File: config.mk
export PLATFORM = sky130hd
export DESIGN_NAME = munoc_pending_monitor_flat
export DESIGN_NICKNAME = d
export VERILOG_FILES = /design/src/rtl/munoc_monitor_pkg.sv /design/src/rtl/munoc_pending_monitor_if.sv /design/src/rtl/munoc_pending_channel.sv /design/src/rtl/munoc_pending_monitor.sv /design/src/flat_wrapper.sv
export SDC_FILE = /design/constraint.sdc
export NUM_CORES = 1
export LEC_CHECK = 0
export BUFFER_PORTS_ARGS = -buffer_cell sky130_fd_sc_hd__buf_2
export CORE_MARGIN = 8
export CORE_UTILIZATION = 57
export CTS_BUF_LIST = sky130_fd_sc_hd__clkbuf_4 sky130_fd_sc_hd__clkbuf_8 sky130_fd_sc_hd__clkbuf_16
export CTS_CLUSTER_DIAMETER = 200
export DETAILED_ROUTE_END_ITERATION = 10
export PLACE_DENSITY = 0.85
export SLEW_MARGIN = 10
export SYNTH_ARGS = -nofsm -noshare
export SYNTH_HDL_FRONTEND = slang
export SYNTH_SLANG_ARGS = --single-unit
File: constraint.sdc
create_clock -name clk -period 5.3 [get_ports clk]
set_clock_uncertainty 0.15 [all_clocks]
set_input_delay 0.53 -clock clk [delete_from_list [all_inputs] [get_ports clk]]
set_output_delay 0.53 -clock clk [all_outputs]
set_load 0.01 [all_outputs]
File: src/rtl/munoc_monitor_pkg.sv
// Shared constants for the munoc monitor blocks: width and bit positions of
// the per-channel sticky error vector.
package munoc_monitor_pkg;

  localparam int BW_ERR        = 3;
  localparam int ERR_UNDERFLOW = 0;
  localparam int ERR_OVERFLOW  = 1;
  localparam int ERR_TIMEOUT   = 2;

endpackage

File: src/rtl/munoc_pending_monitor_if.sv
// Transaction/status bundle between a traffic source (master) and the
// pending-transaction monitor (slave).
interface munoc_pending_monitor_if #(
  parameter int NUM_CH   = 4,
  parameter int BW_COUNT = 4
);

  logic [NUM_CH-1:0]                          inc;
  logic [NUM_CH-1:0]                          dec;
  logic [NUM_CH*BW_COUNT-1:0]                 count;
  logic [NUM_CH-1:0]                          idle;
  logic                                       all_idle;
  logic [NUM_CH*munoc_monitor_pkg::BW_ERR-1:0] err_flag;
  logic                                       error;

  modport master (
    output inc, dec,
    input  count, idle, all_idle, err_flag, error
  );

  modport slave (
    input  inc, dec,
    output count, idle, all_idle, err_flag, error
  );

endinterface

File: src/rtl/munoc_pending_channel.sv
// One tracked channel: saturating outstanding counter, sticky error flags and,
// when MUNOC_PENDING_MONITOR_TIMEOUT_EN is defined, a stall timer.
module munoc_pending_channel
  import munoc_monitor_pkg::*;
#(
`ifdef MUNOC_PENDING_MONITOR_TIMEOUT_EN
  parameter int TIMEOUT  = 500,
  parameter int BW_TIMER = 16,
`endif
  parameter int BW_COUNT = 4
) (
  input  logic                clk,
  input  logic                rst,
  input  logic                enable,
  input  logic                clear,
  input  logic                inc,
  input  logic                dec,
  output logic [BW_COUNT-1:0] count,
  output logic [BW_ERR-1:0]   err_flag
);

  localparam logic [BW_COUNT-1:0] CNT_MAX = '1;

  logic inc_only, dec_only;
  logic underflow, overflow;
  logic udf_q, ovf_q, timeout;

  assign inc_only  = inc & ~dec;
  assign dec_only  = dec & ~inc;
  assign underflow = enable & dec_only & (count == '0);
  assign overflow  = enable & inc_only & (count == CNT_MAX);

  always_ff @(posedge clk or posedge rst) begin
    if (rst) begin
      count <= '0;
    end else if (clear) begin
      count <= '0;
    end else if (enable) begin
      if (inc_only && count != CNT_MAX)
        count <= count + BW_COUNT'(1);
      else if (dec_only && count != '0)
        count <= count - BW_COUNT'(1);
    end
  end

  always_ff @(posedge clk or posedge rst) begin
    if (rst) begin
      udf_q <= 1'b0;
      ovf_q <= 1'b0;
    end else if (clear) begin
      udf_q <= 1'b0;
      ovf_q <= 1'b0;
    end else begin
      if (underflow) udf_q <= 1'b1;
      if (overflow)  ovf_q <= 1'b1;
    end
  end

`ifdef MUNOC_PENDING_MONITOR_TIMEOUT_EN
  localparam logic [BW_TIMER-1:0] TIMER_LAST = BW_TIMER'(TIMEOUT - 1);

  logic [BW_TIMER-1:0] timer;
  logic                stall;
  logic                to_q;

  // The timer parks at TIMEOUT-1; the next stall edge raises the flag.
  assign stall = (count != '0) & ~inc & ~dec;

  always_ff @(posedge clk or posedge rst) begin
    if (rst) begin
      timer <= '0;
      to_q  <= 1'b0;
    end else if (clear) begin
      timer <= '0;
      to_q  <= 1'b0;
    end else if (enable) begin
      if (!stall)
        timer <= '0;
      else if (timer == TIMER_LAST)
        to_q <= 1'b1;
      else
        timer <= timer + BW_TIMER'(1);
    end
  end

  assign timeout = to_q;
`else
  assign timeout = 1'b0;
`endif

  always_comb begin
    err_flag                = '0;
    err_flag[ERR_UNDERFLOW] = udf_q;
    err_flag[ERR_OVERFLOW]  = ovf_q;
    err_flag[ERR_TIMEOUT]   = timeout;
  end

endmodule

File: src/rtl/munoc_pending_monitor.sv
// Per-channel outstanding-transaction monitor with idle/error summaries.
// Stall timeout detection is built only when MUNOC_PENDING_MONITOR_TIMEOUT_EN is defined.
module munoc_pending_monitor
  import munoc_monitor_pkg::*;
#(
  parameter int NUM_CH   = 4,
  parameter int BW_COUNT = 4,
  parameter int TIMEOUT  = 500,
  parameter int BW_TIMER = 16
) (
  input  logic                   clk,
  input  logic                   rst,
  input  logic                   enable,
  input  logic                   clear,
  munoc_pending_monitor_if.slave mon
);

  if (NUM_CH < 1 || NUM_CH > 32 || BW_COUNT < 1 || BW_TIMER < 1 || BW_TIMER > 62 ||
      TIMEOUT < 2 || longint'(TIMEOUT) >= (longint'(1) << BW_TIMER)) begin : g_param_check
    $error("munoc_pending_monitor: illegal parameter combination");
  end

  logic [NUM_CH*BW_COUNT-1:0] count_w;
  logic [NUM_CH*BW_ERR-1:0]   err_w;
  logic [NUM_CH-1:0]          idle_w;

  for (genvar c = 0; c < NUM_CH; c++) begin : g_ch
    munoc_pending_channel #(
`ifdef MUNOC_PENDING_MONITOR_TIMEOUT_EN
      .TIMEOUT  (TIMEOUT),
      .BW_TIMER (BW_TIMER),
`endif
      .BW_COUNT (BW_COUNT)
    ) u_ch (
      .clk      (clk),
      .rst      (rst),
      .enable   (enable),
      .clear    (clear),
      .inc      (mon.inc[c]),
      .dec      (mon.dec[c]),
      .count    (count_w[c*BW_COUNT +: BW_COUNT]),
      .err_flag (err_w[c*BW_ERR +: BW_ERR])
    );

    assign idle_w[c] = (count_w[c*BW_COUNT +: BW_COUNT] == '0);
  end

  // Summaries are decoded straight from the channel registers.
  assign mon.count    = count_w;
  assign mon.err_flag = err_w;
  assign mon.idle     = idle_w;
  assign mon.all_idle = &idle_w;
  assign mon.error    = |err_w;

endmodule

File: src/flat_wrapper.sv
// flat-port wrapper written by rule: the top's interface ports become plain ports
module munoc_pending_monitor_flat import munoc_monitor_pkg::*;
#(
  parameter int NUM_CH   = 4,
  parameter int BW_COUNT = 4,
  parameter int TIMEOUT  = 500,
  parameter int BW_TIMER = 16
)
  (clk, rst, enable, clear, mon_inc, mon_dec, mon_count, mon_idle, mon_all_idle, mon_err_flag, mon_error);
  munoc_pending_monitor_if #(.NUM_CH(NUM_CH), .BW_COUNT(BW_COUNT)) mon_i ();
  input  logic clk;
  input  logic rst;
  input  logic enable;
  input  logic clear;
  input wire logic [$bits(mon_i.inc)-1:0] mon_inc;
  input wire logic [$bits(mon_i.dec)-1:0] mon_dec;
  output wire logic [$bits(mon_i.count)-1:0] mon_count;
  output wire logic [$bits(mon_i.idle)-1:0] mon_idle;
  output wire logic [$bits(mon_i.all_idle)-1:0] mon_all_idle;
  output wire logic [$bits(mon_i.err_flag)-1:0] mon_err_flag;
  output wire logic [$bits(mon_i.error)-1:0] mon_error;
  assign mon_i.inc = mon_inc;
  assign mon_i.dec = mon_dec;
  assign mon_count = mon_i.count;
  assign mon_idle = mon_i.idle;
  assign mon_all_idle = mon_i.all_idle;
  assign mon_err_flag = mon_i.err_flag;
  assign mon_error = mon_i.error;
  munoc_pending_monitor #(.NUM_CH(NUM_CH), .BW_COUNT(BW_COUNT), .TIMEOUT(TIMEOUT), .BW_TIMER(BW_TIMER)) u_core (.clk(clk), .rst(rst), .enable(enable), .clear(clear), .mon(mon_i));
endmodule
==> flow_metrics.tcl, run 1 <==
set metrics [dict create \
    overflow 0 \
    synth-compound-area-share 0.232 \
    p_per_area_nw_per_um2 253 \
    synth_edf_count 0 \
    grt_pass1_vias 1539 \
    r2r_slack_ns 2.86 \
    drcViolationCount 0 \
    layout-drive-gt1-share 0.236 \
    cp-end-kind "flop" \
    synthCells 202 \
    cp_max_fo 6 \
    path_clk_slew_ns 0.14 \
    num_vias 1641 \
    cp-endpoint "u_core.g_ch[0].u_ch.count[3]" \
    synth_area_um2 1850 \
    ant_nets 0 \
    finalSetupTns_ns 0 \
    fmax_ghz 0.411 \
    yosys_most_used_dff "dfrtp_1" \
    cts_tree "yes" \
    worstPathArrival_ns 2.53 \
    ff2ff_path_depth 7 \
    r2r_end "u_core.g_ch[0].u_ch.count[3]" \
    synthAdderAreaFrac 0.0972 \
    area_delta_synth_final_pct 11.6 \
    leakagePower_nw 1.02 \
    p_switching_uw 180 \
    start_util 0.602 \
    drv_cap 0 \
    synth_warnings 0 \
    drt-total-wl_um 4330 \
    critPathKind "flop to flop" \
    die_w_um 73.0 \
    firstDrtPassIters 4 \
    wl_per_cell_um 15.6 \
    critical_path.startpoint "u_core.g_ch[0].u_ch.count[1]" \
    slew_viol_final 0 \
    async_flop_share 1.00 \
    finalHoldViolations 0 \
    outcome "completed" \
    synth-simple-area-share 0.211 \
    top_level_ports 46 \
    grt_max_degree 28 \
    fin_area_um2 2070 \
    core_um2 3080 \
    drt_iter0_markers 89 \
    layout_common_cells "buf_2 (41), dfrtp_1 (24), inv_1 (23)" \
    std_cell_rows 20 \
    synth_top_family_by_area "compound AO/OA/AOI/OAI gates" \
    min_path_type "input pin to asynchronous set/reset pin" \
    dieArea_um2 5330 \
    diodes 0 \
    synth_area_per_cell_um2 9.17 \
    ctsLongestPathBuffers 2 \
    routed_via_density 5.92 \
    grt_usage 0.165 \
    h-tree-depth 1 \
    nets 258 \
    synthXorXnorAreaFrac 0.0284 \
    start_kind "flop" \
    path_cells "and4_2, or2_2, ha_1, a21oi_1, and3_1, nor3_1, o31ai_1" \
    gp_congestion 0.898 \
    cts_setup_buffers 0 \
    clk_latency_ns 0.32 \
    timing.final.crit_share 0.460 \
    cts_sinks 24 \
    swShare 0.343 \
    intPower_uw 344 \
    port_buffers 41 \
    rsz0062_at_grt "no" \
    worst_pin_slew_ns 0.931 \
    ys_types 47 \
    placed_area_um2 2020 \
    ctsHoldBuffers 0 \
    cts_buffers 3 \
    final_common_cell "buf_2" \
    die_h_um 73.0 \
    dp_hpwl_um 3260 \
    timing.rr.start "u_core.g_ch[0].u_ch.count[1]" \
    yosysSeqAreaShare 0.324 \
    required_ns 5.39 \
    synth_seq_cells 24 \
    p_clk_frac 0.263 \
    power_frac_seq 0.415 \
    critPathMaxStageDelay_ns 0.50 \
    irDropWorstVdd_v 0.000184 \
    synth_mux_area_frac 0 \
    min_period_ns 2.44 \
    cts-resized-gates 0 \
    comb_power_share 0.322 \
    cp_slowest_cell "dfrtp_1" \
    grt_pass1_wl_um 7070 \
    root_buffer "clkbuf_4" \
    setup_violations 0 \
    relSlewSlack 0.379 \
    antenna_found_initial 0 \
]
## worst min-delay path by stage
stage	cells past startpoint	slack, ns	endpoint
after floorplan	2	0.34	u_core.g_ch[2].u_ch.ovf_q
after global placement	2	0.36	u_core.g_ch[1].u_ch.udf_q
after detailed placement	2	0.37	u_core.g_ch[3].u_ch.ovf_q
after CTS	2	0.25	u_core.g_ch[3].u_ch.count[3]
after global routing	2	0.30	u_core.g_ch[1].u_ch.count[0]
final	2	0.23	u_core.g_ch[1].u_ch.count[0]
## critical path: cells and delay by family (launching register included)
family | cells | cell delay (ns)
AOI/OAI and AO/OA | 2 | 0.48
DFF | 1 | 0.50
and+or+nand+nor | 4 | 0.89
adders and majority gates | 1 | 0.32
## routing by layer
layer	wire, um	GRT usage	vias to the layer above
met1	1840	0.208	787
met5	0	0	-
met3	275	0.0412	8
li1	-	-	792
met4	47	0.0444	0
met2	2170	0.271	54
## flip-flops by register name, summed over array words and instances, names as in the netlist
name,cells
u_core.g_ch.u_ch.count,16
u_core.g_ch.u_ch.ovf_q,4
u_core.g_ch.u_ch.udf_q,4
## per-stage QoR
step	setup WS (ns)	util	hold WS (ns)	total power, mW	instances
final	2.86	0.672	0.232	0.524	277
after global routing	2.74	0.672	0.299	0.553	277
after CTS	2.86	0.672	0.248	0.528	277
after detailed placement	2.78	0.655	0.366	0.390	273
after global placement	2.86	0.655	0.365	0.385	273
after floorplan	3.03	-	0.336	0.339	205
## cells in the mapped netlist, types with 3 or more instances
| library cell | count | area [um^2] |
|---|---|---|
| a211o_1 | 4 | 35.0 |
| a21o_1 | 6 | 45.0 |
| a21oi_1 | 18 | 90.1 |
| a311oi_1 | 3 | 26.3 |
| a31oi_1 | 4 | 25.0 |
| a41oi_1 | 4 | 35.0 |
| and3_1 | 3 | 18.8 |
| and4_1 | 3 | 26.3 |
| buf_4 | 12 | 90.1 |
| clkbuf_1 | 4 | 15.0 |
| dfrtp_1 | 24 | 601 |
| fa_1 | 4 | 80.1 |
| ha_1 | 8 | 100 |
| inv_1 | 23 | 86.3 |
| nand2_1 | 4 | 15.0 |
| nand2b_1 | 11 | 68.8 |
| nand3_1 | 7 | 35.0 |
| nor2_1 | 14 | 52.6 |
| nor3_1 | 3 | 15.0 |
| nor4_4 | 3 | 63.8 |
| o211ai_1 | 3 | 22.5 |
| o22ai_1 | 3 | 18.8 |
| xnor2_1 | 3 | 26.3 |
| xor2_1 | 3 | 26.3 |
## cell families (layout without fill, tap and decap cells)
group | Yosys count | count (layout)
XOR/XNOR | 6 | 6
other | 1 | 4
AND/OR/NAND/NOR | 60 | 60
AO/OA/AOI/OAI | 59 | 59
flip-flops | 24 | 24
adder cells (fa/ha/maj) | 12 | 12
buffers and inverters | 40 | 68
## layout make-up
type	count	area (um^2)
clock inverters	1	30.0
clock buffers	3	22.5
fillers	275	1010
well taps	44	55.1
repair buffers	41	205
flip-flops and latches	24	601
multi-input cells	141	1070
inverters	23	86.3
## power groups by stage
stage	Sequential (mW)	Combinational, mW	Clock (mW)
after detailed placement	0.220	0.169	0
after global routing	0.220	0.187	0.146
after floorplan	0.221	0.118	0
after global placement	0.220	0.165	0
final	0.217	0.169	0.138
after CTS	0.217	0.170	0.141
Power figures use the tool's default switching activity.
==> inputs of run 2 (changes only) <==
--- a/config.mk
+++ b/config.mk
@@ -7,11 +7,11 @@
 export LEC_CHECK = 0
 export BUFFER_PORTS_ARGS = -buffer_cell sky130_fd_sc_hd__buf_2
 export CORE_MARGIN = 8
-export CORE_UTILIZATION = 57
+export CORE_UTILIZATION = 48
 export CTS_BUF_LIST = sky130_fd_sc_hd__clkbuf_4 sky130_fd_sc_hd__clkbuf_8 sky130_fd_sc_hd__clkbuf_16
 export CTS_CLUSTER_DIAMETER = 200
 export DETAILED_ROUTE_END_ITERATION = 10
-export PLACE_DENSITY = 0.85
+export PLACE_DENSITY = 0.76
 export SLEW_MARGIN = 10
 export SYNTH_ARGS = -nofsm -noshare
 export SYNTH_HDL_FRONTEND = slang
==> constraint.sdc (replaced) <==
create_clock -name clk -period 2.19 [get_ports clk]
set_clock_uncertainty 0.15 [all_clocks]
set_input_delay 0.219 -clock clk [delete_from_list [all_inputs] [get_ports clk]]
set_output_delay 0.219 -clock clk [all_outputs]
set_load 0.01 [all_outputs]
==> run 2 against run 1 <==
Combinational power increased to 3.1 times the previous value. Cell count increased by 11%. Non-clock buffer count increased by 27. First-iteration DRC count increased by 18%. Largest cell class unchanged.
==> flow_metrics.tcl, run 2 (synthesized netlist as in run 1, its figures left out) <==
set metrics [dict create \
    placed_area_um2 2240 \
    p_clk_frac 0.230 \
    drcViolationCount 0 \
    path_buf_inv 3 \
    grt_max_degree 25 \
    num_vias 1691 \
    routed_via_density 5.49 \
    worst_pin_slew_ns 0.513 \
    gp_congestion 0.910 \
    grt_pass1_vias 1705 \
    firstDrtPassIters 5 \
    holdWs_ns 0.129 \
    timing.final.crit_share 0.948 \
    regMostFlops "u_core.g_ch.u_ch.count" \
    core_um2 3690 \
    root_buffer "clkbuf_8" \
    slew_viol_final 0 \
    ctsLongestPathBuffers 2 \
    finalHoldViolations 0 \
    diodes 0 \
    min_path_type "input pin to flop" \
    outcome "completed" \
    worstPathArrival_ns 1.71 \
    p_per_area_nw_per_um2 570 \
    nets 285 \
    layout-drive-gt1-share 0.342 \
    cts_setup_buffers 0 \
    area_delta_synth_final_pct 25.6 \
    p_switching_uw 453 \
    h-tree-depth 1 \
    final_common_cell "buf_2" \
    path_cells "buf_4, nor4_4, buf_4, and4_2, buf_2" \
    fmax_ghz 0.482 \
    reg_top3 "u_core.g_ch.u_ch.count (16), u_core.g_ch.u_ch.ovf_q (4), u_core.g_ch.u_ch.udf_q (4)" \
    drv_cap 0 \
    relSlewSlack 0.658 \
    cp_slowest_cell "dfrtp_1" \
    crit_path_frequent_cell "buf_4" \
    cts_tree "yes" \
    std_cell_rows 22 \
    cp_max_fo 5 \
    finalSetupTns_ns 0 \
    irDropWorstVdd_v 0.000368 \
    top_level_ports 46 \
    finalPower_mw 1.33 \
    antenna_found_initial 0 \
    drt-total-wl_um 4790 \
    swShare 0.341 \
    dp_hpwl_um 3680 \
    largest_reg_flops 16 \
    drt_iter0_markers 105 \
    ant_nets 0 \
    start_util 0.502 \
    required_ns 1.82 \
    intPower_uw 874 \
    dpl.cell_count 303 \
    wl_per_cell_um 15.6 \
    leakagePower_nw 1.16 \
    cp_top_family "simple AND/OR/NAND/NOR gates" \
    power_frac_seq 0.369 \
    layout_common_cells "buf_2 (41), buf_4 (26), inv_1 (23)" \
    critPathMaxStageDelay_ns 0.38 \
    clk_latency_ns 0.27 \
    fin_cells 308 \
    grt_usage 0.158 \
    grt_pass1_wl_um 8040 \
    overflow 0 \
    critPathKind "flop to output pin" \
    min_period_ns 2.08 \
    cts_buffers 3 \
    cts_sinks 24 \
    fin_area_um2 2330 \
    die_h_um 78.1 \
    port_buffers 41 \
    dieArea_um2 6100 \
    path_clk_slew_ns 0.09 \
    setup_violations 0 \
    die_w_um 78.1 \
    start_kind "flop" \
    comb_power_share 0.401 \
    cp-end-kind "output pin" \
]
## run 2: cell types whose count changed in the layout (fill, tap and decap cells not counted), moves of 2 or more
cell / change
clkbuf_8: +4
clkbuf_4: -3
a21oi_1: -3
ha_4: +2
dfrtp_2: +2
ha_1: -2
dfrtp_1: -2
a21oi_2: +3
buf_4: +26
## run 2: final cells by class
class	instances	area, um^2
Multi-Input combinational cell	141	1110
Sequential cell	24	603
Clock buffer	4	55.1
Timing Repair Buffer	68	410
Inverter	23	86.3
Fill cell	327	1360
Tap cell	48	60.1
## run 2: routing by layer
metal | global-route usage | part of all wire | vias to the layer above
met1 | 0.211 | 0.46 | 806
met5 | 0 | 0 | -
met3 | 0.0330 | 0.054 | 4
met4 | 0.0370 | 0.0073 | 0
met2 | 0.254 | 0.47 | 43
li1 | - | - | 838
## run 2: path summary, 6_finish.rpt
| check | to | cells after the start | from | slack [ns] |
|---|---|---|---|---|
| min in group asynchronous | u_core.g_ch[1].u_ch.count[2] | 4 | rst | 0.38 |
| min | u_core.g_ch[1].u_ch.udf_q | 3 | mon_dec[1] | 0.13 |
| max | mon_all_idle | 5 | u_core.g_ch[0].u_ch.count[0] | 0.11 |
| min reg2reg | u_core.g_ch[3].u_ch.ovf_q | 2 | u_core.g_ch[3].u_ch.ovf_q | 0.39 |
| max reg2reg | u_core.g_ch[1].u_ch.count[3] | 7 | u_core.g_ch[1].u_ch.count[3] | 0.12 |
| max in group asynchronous | u_core.g_ch[0].u_ch.count[1] | 4 | rst | 1.24 |
## run 2: metrics by stage
step	utilization	setup slack (ns)
2_1_floorplan	-	0.0138
3_3_place_gp	0.606	0.102
3_5_place_dp	0.606	0.0475
4_1_cts	0.624	0.0529
5_1_grt	0.631	-0.00567
6_report	0.631	0.114
## run 2: repair_timing
action                     in CTS  in global routing
hold endpoints to repair       24                  0
hold buffers                    1                  0
gates resized for setup         0                  6
setup endpoints to repair       0                  4
## run 2: worst min-delay path: stages
cell and delay, ns:
buf_2 0.11, a41oi_1 0.11, nor2_1 0.08
## run 2: power by group through the flow
stage | sequential [mW] | clock, mW | combinational (mW)
2_1_floorplan | 0.537 | 0 | 0.290
3_3_place_gp | 0.498 | 0 | 0.512
3_5_place_dp | 0.499 | 0 | 0.519
4_1_cts | 0.490 | 0.311 | 0.522
5_1_grt | 0.494 | 0.335 | 0.589
6_report | 0.490 | 0.305 | 0.532
==> inputs of run 3 (changes only) <==
--- a/config.mk
+++ b/config.mk
@@ -6,7 +6,6 @@
 export NUM_CORES = 1
 export LEC_CHECK = 0
 export BUFFER_PORTS_ARGS = -buffer_cell sky130_fd_sc_hd__buf_2
-export CORE_MARGIN = 8
 export CORE_UTILIZATION = 48
 export CTS_BUF_LIST = sky130_fd_sc_hd__clkbuf_4 sky130_fd_sc_hd__clkbuf_8 sky130_fd_sc_hd__clkbuf_16
 export CTS_CLUSTER_DIAMETER = 200
==> constraint.sdc (replaced) <==
create_clock -name clk -period 1.7 [get_ports clk]
set_clock_uncertainty 0.15 [all_clocks]
set_input_delay 0.085 -clock clk [delete_from_list [all_inputs] [get_ports clk]]
set_output_delay 0.085 -clock clk [all_outputs]
set_load 0.01 [all_outputs]
==> run 3 against run 2 <==
The flow now finishes with violations (negative setup slack). Design area rose by 31%. Clock-buffer cell count fell by 1. Hold slack lost 0.10 ns. Largest cell class unchanged.
==> flow_metrics.tcl, run 3 (synthesized netlist as in run 1, its figures left out) <==
set metrics [dict create \
    fillers 222 \
    drt_iter0_markers 119 \
    pre_cts_ws_ns -0.261 \
    grt_usage 0.270 \
    nets 325 \
    comb_power_share 0.484 \
    wl_per_cell_um 15.8 \
    placed_area_um2 2510 \
    routed_via_density 5.58 \
    min_path_cells 4 \
    timing.rr.start "u_core.g_ch[0].u_ch.count[2]" \
    dp_hpwl_um 3580 \
    gp_congestion 0.837 \
    drt-total-wl_um 5490 \
    dieArea_um2 4110 \
    drcViolationCount 0 \
    intPower_mw 1.51 \
    outcome "finished, violations left" \
    fmax_ghz 0.496 \
    die_w_um 64.1 \
    ff2ff_path_depth 7 \
    port_buffers 41 \
    die_h_um 64.1 \
    cts_sinks 24 \
    overflow 0 \
    reg_top3 "u_core.g_ch.u_ch.count (16), u_core.g_ch.u_ch.ovf_q (4), u_core.g_ch.u_ch.udf_q (4)" \
    setup_ws_ns -0.318 \
    clk_latency_ns 0.28 \
    grt_max_degree 25 \
    p_switching_uw 736 \
    layout-drive-gt1-share 0.587 \
    largest_reg_flops 16 \
    area_delta_synth_final_pct 64.1 \
    layout_common_cells "buf_4 (47), buf_2 (36), buf_6 (23)" \
    finalHoldViolations 0 \
    holdPathEnd "u_core.g_ch[3].u_ch.udf_q" \
    cts_tree "yes" \
    diodes 0 \
    power_frac_seq 0.285 \
    p_clk_frac 0.231 \
    cp_max_fo 4 \
    firstDrtPassIters 4 \
    start_kind "flop" \
    setup_violations 17 \
    final_common_cell "buf_4" \
    critical_path.startpoint "u_core.g_ch[0].u_ch.count[2]" \
    r2r_end "u_core.g_ch[0].u_ch.count[3]" \
    grt_pass1_wl_um 8630 \
    finalPower_mw 2.24 \
    critPathKind "flop to flop" \
    timing.final.crit_share 1.19 \
    h-tree-depth 1 \
    top_level_ports 46 \
    ant_nets 0 \
    cts_buffers 3 \
    failed_checks "negative setup slack" \
    std_cell_rows 22 \
    core_um2 3690 \
    drv_cap 0 \
    slew_viol_final 0 \
    start_util 0.502 \
    r2r_slack_ns -0.32 \
    irDropWorstVdd_v 0.000501 \
    swShare 0.328 \
    holdWs_ns 0.0252 \
    grt_pass1_vias 1846 \
    ctsLongestPathBuffers 2 \
    path_clk_slew_ns 0.09 \
    regMostFlops "u_core.g_ch.u_ch.count" \
    rsz0062_at_grt "yes" \
    min-delay-start "mon_inc[3]" \
    cp-end-kind "flop" \
    min_path_type "input pin to flop" \
    fin_area_um2 3040 \
    min_period_ns 2.02 \
    root_buffer "clkbuf_8" \
    p_per_area_nw_per_um2 738 \
    num_vias 1942 \
    required_ns 1.72 \
    antenna_found_initial 0 \
    leakagePower_nw 1.40 \
    worstPathArrival_ns 2.04 \
]
-- run 3: changes by cell type in the layout (fill, tap and decap cells not counted), sizes merged --
| cell | delta |
|---|---|
| buf | +39 |
| dlygate4sd3 | +1 |
| bufinv | +1 |
| clkbuf | -1 |
-- run 3: how the worst max path moves through the flow --
stage	end	slack (ns)
2_1_floorplan	u_core.g_ch[0].u_ch.count[3]	-0.32
3_3_place_gp	u_core.g_ch[0].u_ch.count[3]	-0.24
3_5_place_dp	u_core.g_ch[0].u_ch.count[3]	-0.26
4_1_cts	u_core.g_ch[0].u_ch.count[3]	-0.26
5_1_grt	u_core.g_ch[0].u_ch.count[3]	-0.41
6_report	u_core.g_ch[0].u_ch.count[3]	-0.32
-- run 3: final cells by class --
cell class                 instances  area, um^2  area share
tap                               48        60.1      0.0198
inverter                          23        91.3      0.0300
sequential                        24         619       0.204
timing repair buffer             108         812       0.267
clock buffer                       3        41.3      0.0136
multi-input combinational        141        1390       0.456
clock inverter                     1        30.0     0.00988
-- run 3: power by group through the flow --
stage | Clock (mW) | Sequential (mW) | Combinational [mW]
2_1_floorplan | 0 | 0.706 | 0.417
3_3_place_gp | 0 | 0.645 | 0.752
3_5_place_dp | 0 | 0.646 | 0.769
4_1_cts | 0.523 | 0.637 | 0.927
5_1_grt | 0.556 | 0.643 | 1.16
6_report | 0.520 | 0.639 | 1.09
-- run 3: worst max-delay path, cell delays in order (launching register included) --
cell and delay, ns:
dfrtp_2 0.42, and4_4 0.18, or2_4 0.26, ha_4 0.31
nand3_2 0.12, a211o_1 0.29, a21boi_2 0.12, o31ai_1 0.07
-- run 3: timing repair --
item / CTS / global route
buffers inserted: 12 / 12
hold endpoints to repair: 25 / 0
pin swaps: 19 / 21
endpoints found under the setup margin: 16 / 21
gates resized for setup: 28 / 28
hold buffers: 2 / 0
-- run 3: per-layer routing --
layer	routed length [um]	up-vias	track usage	share of wire
li1	-	924	-	-
met1	2330	940	0.341	0.42
met2	2860	69	0.489	0.52
met3	230	9	0.0268	0.042
met4	76	0	0.0722	0.014
met5	0	-	0	0
-- run 3: through the flow --
| step | instances | utilization | setup TNS [ns] |
|---|---|---|---|
| after floorplan | 205 | - | -1.42 |
| after global placement | 322 | 0.682 | -1.07 |
| after detailed placement | 322 | 0.682 | -1.34 |
| after CTS | 339 | 0.764 | -1.72 |
| after global routing | 348 | 0.824 | -3.18 |
| final | 348 | 0.824 | -2.10 |
